### src/rtl/rf_writeback_arbiter_if.sv
// Writeback bus between functional-unit result ports and the RF/scoreboard write arbiter.
// Optional perf-counter signals exist only when WBARB_PERF_COUNTERS_EN is defined.
interface rf_writeback_arbiter_if #(
    parameter int unsigned NUM_REQ = 4,
    parameter int unsigned ADDR_W  = 7,
    parameter int unsigned DATA_W  = 96
) ();
    logic                      enable;
    logic [NUM_REQ-1:0]        request;
    logic [NUM_REQ*ADDR_W-1:0] destination;
    logic [NUM_REQ*DATA_W-1:0] data;
    logic [NUM_REQ-1:0]        grant;
    logic                      rf_write_enable;
    logic [ADDR_W-1:0]         rf_write_address;
    logic [DATA_W-1:0]         rf_write_data;
    logic                      sb_clear_enable;
    logic [ADDR_W-1:0]         sb_clear_address;
    logic                      busy_c;
`ifdef WBARB_PERF_COUNTERS_EN
    logic [31:0]               grant_count;
    logic [31:0]               conflict_count;
`endif

    // Functional-unit side: raises requests, receives grants and sees the RF write.
    modport master (
        output enable, request, destination, data,
        input  grant, rf_write_enable, rf_write_address, rf_write_data,
        input  sb_clear_enable, sb_clear_address, busy_c
`ifdef WBARB_PERF_COUNTERS_EN
        , input grant_count, conflict_count
`endif
    );

    // Arbiter side.
    modport slave (
        input  enable, request, destination, data,
        output grant, rf_write_enable, rf_write_address, rf_write_data,
        output sb_clear_enable, sb_clear_address, busy_c
`ifdef WBARB_PERF_COUNTERS_EN
        , output grant_count, conflict_count
`endif
    );
endinterface

### src/rtl/rf_writeback_arbiter.sv
// Round-robin arbiter sharing the single RF write port; each grant also clears the scoreboard busy bit.
// Define WBARB_PERF_COUNTERS_EN to add grant/conflict counters.
module rf_writeback_arbiter #(
    parameter int unsigned NUM_REQ = 4,
    parameter int unsigned ADDR_W  = 7,
    parameter int unsigned DATA_W  = 96
) (
    input  logic                 clk,
    input  logic                 rst,
    rf_writeback_arbiter_if.slave bus
);
    localparam int unsigned PTR_W = $clog2(NUM_REQ);

    logic [PTR_W-1:0]   ptr_q, ptr_d;
    logic [NUM_REQ-1:0] grant_q, grant_d;
    logic               we_q, we_d;
    logic [ADDR_W-1:0]  addr_q, addr_d;
    logic [DATA_W-1:0]  data_q, data_d;

    logic [NUM_REQ-1:0] eligible;
    logic               found;
    int unsigned        idx;
    int unsigned        win;

    // A unit granted this cycle still holds its request; mask it so it is not granted twice.
    assign eligible = bus.request & ~grant_q;

    // Winner search from the pointer upward with wrap, then select its payload.
    always_comb begin
        ptr_d   = ptr_q;
        grant_d = '0;
        we_d    = 1'b0;
        addr_d  = addr_q;
        data_d  = data_q;
        found   = 1'b0;
        idx     = 0;
        win     = 0;
        if (bus.enable) begin
            for (int unsigned off = 0; off < NUM_REQ; off++) begin
                idx = (32'(ptr_q) + off) % NUM_REQ;
                for (int unsigned j = 0; j < NUM_REQ; j++) begin
                    if (!found && (j == idx) && eligible[j]) begin
                        found = 1'b1;
                        win   = j;
                    end
                end
            end
            if (found) begin
                we_d  = 1'b1;
                ptr_d = PTR_W'((win + 1) % NUM_REQ);
                for (int unsigned j = 0; j < NUM_REQ; j++) begin
                    if (j == win) begin
                        grant_d[j] = 1'b1;
                        addr_d     = bus.destination[j*ADDR_W +: ADDR_W];
                        data_d     = bus.data[j*DATA_W +: DATA_W];
                    end
                end
            end
        end
    end

    always_ff @(posedge clk or posedge rst) begin
        if (rst) begin
            ptr_q   <= '0;
            grant_q <= '0;
            we_q    <= 1'b0;
            addr_q  <= '0;
            data_q  <= '0;
        end else begin
            ptr_q   <= ptr_d;
            grant_q <= grant_d;
            we_q    <= we_d;
            addr_q  <= addr_d;
            data_q  <= data_d;
        end
    end

    assign bus.grant            = grant_q;
    assign bus.rf_write_enable  = we_q;
    assign bus.rf_write_address = addr_q;
    assign bus.rf_write_data    = data_q;
    assign bus.sb_clear_enable  = we_q;
    assign bus.sb_clear_address = addr_q;
    assign bus.busy_c           = (|bus.request) | we_q;

`ifdef WBARB_PERF_COUNTERS_EN
    logic [31:0] grant_cnt_q, conflict_cnt_q;
    logic        conflict_c;

    assign conflict_c = bus.enable && ($countones(eligible) > 1);

    // Free-running counters, wrapping at 2^32.
    always_ff @(posedge clk or posedge rst) begin
        if (rst) begin
            grant_cnt_q    <= '0;
            conflict_cnt_q <= '0;
        end else begin
            if (we_d)       grant_cnt_q    <= grant_cnt_q + 32'd1;
            if (conflict_c) conflict_cnt_q <= conflict_cnt_q + 32'd1;
        end
    end

    assign bus.grant_count    = grant_cnt_q;
    assign bus.conflict_count = conflict_cnt_q;
`endif
endmodule

### src/flat_wrapper.sv
// flat-port wrapper written by rule: the top's interface ports become plain ports
module rf_writeback_arbiter_flat 
#(
    parameter int unsigned NUM_REQ = 4,
    parameter int unsigned ADDR_W  = 7,
    parameter int unsigned DATA_W  = 96
)
  (clk, rst, bus_enable, bus_request, bus_destination, bus_data, bus_grant, bus_rf_write_enable, bus_rf_write_address, bus_rf_write_data, bus_sb_clear_enable, bus_sb_clear_address, bus_busy_c);
  rf_writeback_arbiter_if #(.NUM_REQ(NUM_REQ), .ADDR_W(ADDR_W), .DATA_W(DATA_W)) bus_i ();
  input  logic clk;
  input  logic rst;
  input wire logic [$bits(bus_i.enable)-1:0] bus_enable;
  input wire logic [$bits(bus_i.request)-1:0] bus_request;
  input wire logic [$bits(bus_i.destination)-1:0] bus_destination;
  input wire logic [$bits(bus_i.data)-1:0] bus_data;
  output wire logic [$bits(bus_i.grant)-1:0] bus_grant;
  output wire logic [$bits(bus_i.rf_write_enable)-1:0] bus_rf_write_enable;
  output wire logic [$bits(bus_i.rf_write_address)-1:0] bus_rf_write_address;
  output wire logic [$bits(bus_i.rf_write_data)-1:0] bus_rf_write_data;
  output wire logic [$bits(bus_i.sb_clear_enable)-1:0] bus_sb_clear_enable;
  output wire logic [$bits(bus_i.sb_clear_address)-1:0] bus_sb_clear_address;
  output wire logic [$bits(bus_i.busy_c)-1:0] bus_busy_c;
  assign bus_i.enable = bus_enable;
  assign bus_i.request = bus_request;
  assign bus_i.destination = bus_destination;
  assign bus_i.data = bus_data;
  assign bus_grant = bus_i.grant;
  assign bus_rf_write_enable = bus_i.rf_write_enable;
  assign bus_rf_write_address = bus_i.rf_write_address;
  assign bus_rf_write_data = bus_i.rf_write_data;
  assign bus_sb_clear_enable = bus_i.sb_clear_enable;
  assign bus_sb_clear_address = bus_i.sb_clear_address;
  assign bus_busy_c = bus_i.busy_c;
  rf_writeback_arbiter #(.NUM_REQ(NUM_REQ), .ADDR_W(ADDR_W), .DATA_W(DATA_W)) u_core (.clk(clk), .rst(rst), .bus(bus_i));
endmodule
### config.mk
export PLATFORM = sky130hd
export DESIGN_NAME = rf_writeback_arbiter_flat
export DESIGN_NICKNAME = d
export VERILOG_FILES = /design/src/rtl/rf_writeback_arbiter_if.sv /design/src/rtl/rf_writeback_arbiter.sv /design/src/flat_wrapper.sv
export SDC_FILE = /design/constraint.sdc
export NUM_CORES = 1
export LEC_CHECK = 0
export ABC_AREA = 1
export BUFFER_PORTS_ARGS = -buffer_cell sky130_fd_sc_hd__buf_2
export CAP_MARGIN = 20
export CORE_AREA = 2 2 206 208
export DETAILED_ROUTE_END_ITERATION = 12
export DIE_AREA = 0 0 208 210
export SYNTH_ARGS = -nofsm -noshare
export SYNTH_HDL_FRONTEND = slang
export SYNTH_SLANG_ARGS = --single-unit
### constraint.sdc
create_clock -name clk -period 3.7 [get_ports clk]
set_input_delay 0.37 -clock clk [delete_from_list [all_inputs] [get_ports clk]]
set_output_delay 0.37 -clock clk [all_outputs]
set_load 0.05 [all_outputs]
==> metrics.csv, run 1 <==
stage;metric;value;unit
outcome;status;complete, no violations;
synth;share of the yosys chip area belonging to registers;36.1;%
synth;number of synthesized register bits;110;
critical_path;CP Launch Point;u_core.ptr_q[1]$_DFFE_PP0P_;
global_route;first-pass GRT wire length;55200;µm
critical_path;critical path class;flip-flop to flip-flop;
final_layout;commonest cells after routing, fill and taps aside;535 x buf_2, 327 x nand2_1, 216 x nand3_1, 116 x nor2_1, 110 x dfrtp_1;
detailed_routing;Via density;4.85;
floorplan;core area;41500;µm²
global_route;largest net degree at the start of global routing;105;
detailed_routing;Remaining DRCs;0;
cts;H-Tree Depth;3;
floorplan;row cnt;75;
detailed_routing;total wire length;38700;µm
cts;clock buffer depth;2;
critical_path;CP Launch Type;flip-flop;
timing;post-layout minimum cycle time;3.37;ns
critical_path;Worst setup EP type;flip-flop;
final_layout;most common cell after layout, fill and taps aside;buf_2;
placement;pre-CTS WS;0.124;ns
timing;period utilization;91.1;%
timing;Pins Over Slew Limit;0;
timing;Slew @ Worst Pin;0.723;ns
placement;gp weighted congestion;0.954;
synth;Mapped Cells;1139;
detailed_routing;Routed Antenna Nets;0;
timing;setup TNS;0;ns
synth;synth warn;0;
floorplan;die width;208;µm
timing;RSZ-0062 raised after global routing;no;
cts;Num CTS Buffers;9;
global_route;vias in the first global route;10200;
cts;CTS root buf;clkbuf_16;
placement;post-DP HPWL;26700;µm
synth;post-synth top area cell;dfrtp_1;
synth;mapped cell area;7620;µm²
synth;mean area per synthesized cell;6.69;µm²
cts;Worst-Skew Late Latency;0.38;ns
critical_path;Crit Path Max Fanout;51;
timing;Relative slew margins;51.8;%
flow_run;max-cap violation count;0;
global_route;GRT Util Overall;15.8;%
synth;top cell type's share of synthesized area;36.1;%
critical_path;Worst Path Arrival;3.64;ns
floorplan;I/O pins;536;
hold_path;HP Class;input port to asynchronous set/reset pin;
placement;Placed Cells incl. Taps;2127;
floorplan;Die Span Y;210;µm
critical_path;Req. time, crit path;3.97;ns
cts;clk slew on worst S/H paths;0.08;ns
cts;CTS sink cnt;110;
detailed_routing;vias;10400;
final_layout;nets;2032;
final_layout;fraction of layout cells with a size suffix above 1;37.7;%
detailed_routing;DR iter-0 viols;884;
placement;input/output buffers;535;
critical_path;Critical R2R Launch;u_core.ptr_q[1]$_DFFE_PP0P_;
detailed_routing;Wirelength per Cell;18.0;µm
floorplan;Die ar.;43700;µm²
final_layout;Layout Area Growth over Synthesis;49.9;%
synth;Synth cell types;24;
final_layout;final core occ;27.5;%
timing;Fmax achieved;297;MHz
final_layout;filler cell count;4646;
global_route;gr ovfl total;0;
synth;top area cells in the synthesized netlist;dfrtp_1 36%, nand2_1 16%, nand3_1 14%;
timing;final hold vios;0;
floorplan;Initial Util;18.4;%
timing;Setup Skew;0.0114;ns
timing;final worst setup slack;0.330;ns
final_layout;Finished Layout Cells;2152;
synth;Syn Nets;1562;
global_route;initial antenna violation count;3;
detailed_routing;Pre-antenna DRT Iters;6;
cts;CTS tree;yes;
final_layout;area of the multi-input gates;4350;µm²
final_layout;register area;2750;µm²
timing;final setup fails;0;
## flip-flops by register name (all words and copies together), names as in the netlist
signal,cells
u_core.ptr_q,2
u_core.bus.rf_write_enable,1
u_core.bus.rf_write_data,96
u_core.bus.rf_write_address,7
u_core.bus.grant,4
## through the flow
| stage | hold slack (ns) | area [µm²] |
|---|---|---|
| 2_1_floorplan | 0.507 | 7620 |
| 3_3_place_gp | 0.451 | 10900 |
| 3_5_place_dp | 0.455 | 10900 |
| 4_1_cts | 0.103 | 11200 |
| 5_1_grt | 0.119 | 11400 |
| 6_report | 0.0741 | 11400 |
## logic make-up (layout without fill, tap and decap cells)
| logic type | count (synthesis) | in the layout | share of synthesized area [%] |
|---|---|---|---|
| buf+inv | 133 | 606 | 7.96 |
| simple gates | 683 | 683 | 38.1 |
| compound gates | 209 | 209 | 17.2 |
| fa+ha+maj | 4 | 4 | 0.657 |
| flops | 110 | 110 | 36.1 |
| other cells | 0 | 1 | 0 |
## repair_timing
| item | 4_1_cts | 5_1_grt |
|---|---|---|
| hold buffers | 0 | 0 |
| setup buffers | 0 | 5 |
| endpoints found under the setup margin | 0 | 103 |
| gates resized for setup | 0 | 17 |
## worst max-delay path, cell delays in order (launching register included)
cell       delay [ns]
dfrtp_1          0.42
nand2_1          0.09
inv_1            0.08
nand2_1          0.10
nand2_1          0.12
nor2_4           0.17
nand4_1          0.12
nor2_2           0.18
nand3_2          0.14
nand3_2          0.13
nor2_4           0.05
nand3_2          0.08
nand2_1          0.06
nor2_1           0.17
buf_4            0.16
ha_4             0.20
inv_6            0.11
a31oi_4          0.29
nand2_4          0.13
clkbuf_16        0.24
nand2_1          0.11
nand2_1          0.06
## per-layer routing
metal  wire length (µm)  up-vias  part of all wire (%)  global-route usage (%)
met3               3430      106                   8.9                    3.31
li1                   -     4799                     -                       -
met2              18500      653                    48                    27.7
met5                 26        -                 0.067                       0
met4               1560        4                   4.0                    6.99
met1              15200     4871                    39                    18.6
## Yosys cell counts (all sizes together)
library cell and number:
a41oi 1, buf 28, nand3 219, dfrtp 110, nor3 3, ha 4
clkbuf 81, inv 24, a31oi 2, o211ai 103, nand3b 1, nor2 122
o21ai 103, nand2 333, nand4 5
## path summary, 6_finish.rpt
kind | end | slack [ns] | cells after the start
worst max-delay path | u_core.bus.rf_write_data[34]$_DFFE_PP0P_ | 0.33 | 21
worst min-delay path | u_core.bus.rf_write_data[52]$_DFFE_PP0P_ | 0.07 | 2
worst max register to register | u_core.bus.rf_write_data[34]$_DFFE_PP0P_ | 0.33 | 21
worst min register to register | u_core.bus.rf_write_data[80]$_DFFE_PP0P_ | 0.47 | 2
max in group asynchronous | u_core.bus.grant[0]$_DFF_PP0_ | 2.73 | 3
min in group clk | u_core.ptr_q[1]$_DFFE_PP0P_ | 0.32 | 3
## cell type report
cell class | instances | share of cell area (%)
antenna | 1 | 0.0219
clock buffer | 10 | 2.00
clock inverter | 4 | 0.854
inverter | 24 | 0.876
multi-input combinational | 896 | 38.1
sequential | 110 | 24.1
tap | 539 | 5.90
timing repair buffer | 568 | 28.2
Power of run 1 is not shown: default switching activity piles up to over one toggle a cycle in this logic, so the estimate is an artifact.
==> run 2: changes to the inputs <==
--- a/config.mk
+++ b/config.mk
@@ -5,12 +5,11 @@
 export SDC_FILE = /design/constraint.sdc
 export NUM_CORES = 1
 export LEC_CHECK = 0
-export ABC_AREA = 1
-export BUFFER_PORTS_ARGS = -buffer_cell sky130_fd_sc_hd__buf_2
 export CAP_MARGIN = 20
-export CORE_AREA = 2 2 206 208
+export CORE_AREA = 2 2 209 211
 export DETAILED_ROUTE_END_ITERATION = 12
-export DIE_AREA = 0 0 208 210
+export DIE_AREA = 0 0 211 213
+export DONT_BUFFER_PORTS = 1
 export SYNTH_ARGS = -nofsm -noshare
 export SYNTH_HDL_FRONTEND = slang
 export SYNTH_SLANG_ARGS = --single-unit
==> run 2 against run 1 <==
Compared with the run above: clock skew increased by 0.0030 ns; first-iteration DRC count decreased by 46%; routed wire length decreased by 28%; largest cell class unchanged; synthesized area increased by 2.9%; global-route usage decreased by 4.1 points; setup slack improved by 0.27 ns; the run now ends with hold timing left; highest routed layer unchanged; flip-flop and latch count unchanged; cell area decreased by 25%; fmax increased by 8.5%.
==> metrics.csv, run 2 <==
stage;metric;value;unit;change
synth;most common cell in the netlist;o21ai_0;;
critical_path;Critical R2R Launch;u_core.bus.grant[3]$_DFF_PP0_;;
critical_path;FF-to-FF setup slack;0.60;ns;+0.27 ns
floorplan;core area;42700;µm²;+2.9%
detailed_routing;vias;6453;;-38%
cts;CTS sink cnt;110;;unchanged
global_route;first-pass GRT wire length;38600;µm;-30%
critical_path;Worst Path Arrival;3.36;ns;-0.28 ns
placement;gp weighted congestion;0.876;;-8.2%
cts;Worst-Skew Late Latency;0.39;ns;about the same
cts;H-Tree Depth;3;;unchanged
cts;CTS Hold Bufs;0;;unchanged
timing;post-layout minimum cycle time;3.10;ns;-0.265 ns
floorplan;row cnt;76;;+1.3%
floorplan;Die Span Y;213;µm;+1.4%
final_layout;nets;1227;;-40%
floorplan;I/O pins;536;;unchanged
timing;Fmax achieved;322;MHz;+8.5%
critical_path;Worst setup EP type;flip-flop;;
detailed_routing;Remaining DRCs;0;;unchanged
critical_path;Reg-to-Reg End;u_core.bus.rf_write_data[77]$_DFFE_PP0P_;;
floorplan;Initial Util;18.4;%;about the same
floorplan;Die ar.;44900;µm²;+2.9%
synth;mean area per synthesized cell;9.18;µm²;+37%
final_layout;max reg flops;96;;unchanged
power_and_ir_drop;Max VDD drop;476;µV;
global_route;GRT Util Overall;11.7;%;-4.1 points
hold_path;HP Class;input port to asynchronous set/reset pin;;
final_layout;most common cell after layout, fill and taps aside;o21ai_0;;
placement;post-DP HPWL;21800;µm;-18%
flow_run;max-cap violation count;0;;unchanged
timing;Setup Skew;0.0144;ns;+0.00299 ns
synth;Async SR Flop Fraction;100;%;unchanged
synth;Mapped Cells;854;;-25%
cts;CTS root buf;clkbuf_16;;
synth;top area cells in the synthesized netlist;dfrtp_1 35%, mux2i_1 26%, o21ai_0 15%;;
outcome;failing checks;hold timing;;
timing;Relative slew margins;26.6;%;-25 points
global_route;initial antenna violation count;3;;unchanged
synth;Syn Nets;1277;;-18%
synth;Synth Flop Type;dfrtp_1;;
synth;number of synthesized register bits;110;;unchanged
detailed_routing;total wire length;27800;µm;-28%
critical_path;r2r worst-path depth;10;;-52%
synth;top cell type's share of synthesized area;35.1;%;-1.0 points
power_and_ir_drop;LEAKAGE;3.68;nW;
final_layout;Layout Area Growth over Synthesis;9.73;%;
detailed_routing;Wirelength per Cell;20.5;µm;+14%
synth;Synth cell types;34;;+42%
critical_path;max incr delay on CP;0.59;ns;+0.17 ns
critical_path;critical path class;flip-flop to flip-flop;;
critical_path;Crit Path Max Fanout;52;;+2.0%
timing;period utilization;83.9;%;-7.2 points
timing;Pins Over Slew Limit;0;;unchanged
synth;post-synth top area cell;dfrtp_1;;
synth;share of the yosys chip area belonging to registers;35.1;%;-1.0 points
timing;final hold slack;-0.00530;ns;-0.0794 ns
final_layout;Finished Layout Cells;1357;;-37%
synth;mapped cell area;7840;µm²;+2.9%
final_layout;commonest cells after routing, fill and taps aside;241 x o21ai_0, 206 x mux2i_1, 110 x dfrtp_1, 108 x nand2_1, 70 x o21ai_2;;
critical_path;Req. time, crit path;3.95;ns;-0.02 ns
placement;Placed Cells incl. Taps;1339;;-37%
cts;post_cts resized;0;;unchanged
outcome;status;finished with violations;;
synth;EDFF count, synth;0;;unchanged
detailed_routing;Via density;4.76;;-1.9%
detailed_routing;DR iter-0 viols;473;;-46%
synth;top post-synthesis cells by count;241 x o21ai_0, 206 x mux2i_1, 110 x dfrtp_1;;
final_layout;fraction of layout cells with a size suffix above 1;15.5;%;-22 points
critical_path;crit path cell chain;nor2b_2, a21oi_1, a221oi_1, buf_4, inv_1, ha_4, nor4_4, nand2b_4, buf_12, o21ai_0;;
critical_path;critical path's slowest cell;dfrtp_1;;
timing;final hold vios;3;;+3
placement;input/output buffers;0;;-100%
cts;clock buffer depth;2;;unchanged
timing;Slew @ Worst Pin;1.10;ns;+0.379 ns
global_route;vias in the first global route;6069;;-40%
cts;CTS tree;yes;;
critical_path;Setup crit end;u_core.bus.rf_write_data[77]$_DFFE_PP0P_;;
floorplan;die width;211;µm;+1.4%
critical_path;CP Launch Type;flip-flop;;
cts;Num CTS Buffers;9;;unchanged
global_route;gr ovfl total;0;;unchanged
timing;setup TNS;0;ns;unchanged
timing;RSZ-0062 raised after global routing;no;;
global_route;largest net degree at the start of global routing;113;;+7.6%
detailed_routing;Pre-antenna DRT Iters;5;;-1
power_and_ir_drop;P per Cell Area;1080;nW/µm²;
timing;final setup fails;0;;unchanged
power_and_ir_drop;Pwr Total;9.33;mW;
synth;synth warn;0;;unchanged
cts;clk slew on worst S/H paths;0.08;ns;about the same
cts;Post-CTS Setup Bufs;0;;unchanged
critical_path;CP Launch Point;u_core.bus.grant[3]$_DFF_PP0_;;
detailed_routing;Routed Antenna Nets;0;;unchanged
==> run 2: cell count changes in the layout (fill, tap and decap cells not counted), sizes merged, moves of 120 or more <==
cell,previous run,this run
buf,563,26
nand2,333,108
nand3,219,0
o21ai,103,311
mux2i,0,206
nor2,122,2
==> run 2: cells by family (layout without fill, tap and decap cells) <==
kind of cell / count (synthesis) / count (layout) / synth area share (%)
AOI/OAI and AO/OA: 318 / 318 / 24.1
adders and majority gates: 4 / 4 / 0.638
buffers and inverters: 92 / 47 / 7.07
DFF: 110 / 110 / 35.1
muxes: 207 / 207 / 26.4
other: 0 / 2 / 0
and+or+nand+nor: 123 / 123 / 6.67
==> run 2: critical path: cells and delay by family (launching register included) <==
kind	cells	cell delay, ns
adder cells (fa/ha/maj)	1	0.19
flip-flops	1	0.59
buffers and inverters	3	0.55
AO/OA/AOI/OAI	3	0.51
AND/OR/NAND/NOR	3	1.06
==> run 2: cell type report <==
| type | count | area (µm²) |
|---|---|---|
| Fill cell | 4670 | 34100 |
| Multi-Input combinational cell | 652 | 4570 |
| Sequential cell | 110 | 2750 |
| Tap cell | 546 | 683 |
| Timing Repair Buffer | 26 | 283 |
| Clock buffer | 10 | 239 |
| Clock inverter | 6 | 45.0 |
| Inverter | 5 | 28.8 |
| Antenna cell | 2 | 5.00 |
==> run 2: per-layer routing <==
layer	up-vias	wire length (µm)	track usage (%)	share of wire, %
li1	2953	-	-	-
met5	-	10	0	0.036
met4	2	606	4.40	2.2
met1	3105	11000	13.9	39
met2	368	13700	18.8	49
met3	25	2600	4.66	9.3
==> run 2: per-stage QoR <==
step	hold slack (ns)	area, µm²	setup slack (ns)	utilization, %
floorplan	0.462	7840	0.428	-
global placement	0.440	8320	0.666	19.5
detailed placement	0.449	8320	0.559	19.5
CTS	0.00966	8600	0.524	20.1
global route	0.0288	8600	0.401	20.2
finish	-0.00530	8600	0.595	20.2
==> run 2: power by group <==
group	total [mW]	switching, mW	internal [mW]
registers	4.27	2.54	1.73
clock network	0.984	0.504	0.481
logic	4.07	2.46	1.61
==> run 2: how the worst min path moves through the flow <==
stage                           startpoint                                       end  cells past startpoint
2_1_floorplan  u_core.ptr_q[0]$_DFFE_PP0P_               u_core.ptr_q[0]$_DFFE_PP0P_                      2
3_3_place_gp                           rst  u_core.bus.rf_write_data[40]$_DFFE_PP0P_                      1
3_5_place_dp                           rst  u_core.bus.rf_write_data[40]$_DFFE_PP0P_                      1
4_1_cts                                rst   u_core.bus.rf_write_data[8]$_DFFE_PP0P_                      1
5_1_grt                                rst  u_core.bus.rf_write_data[25]$_DFFE_PP0P_                      1
6_report                               rst  u_core.bus.rf_write_data[40]$_DFFE_PP0P_                      1
Note: power is estimated with default switching activity, not from simulation.
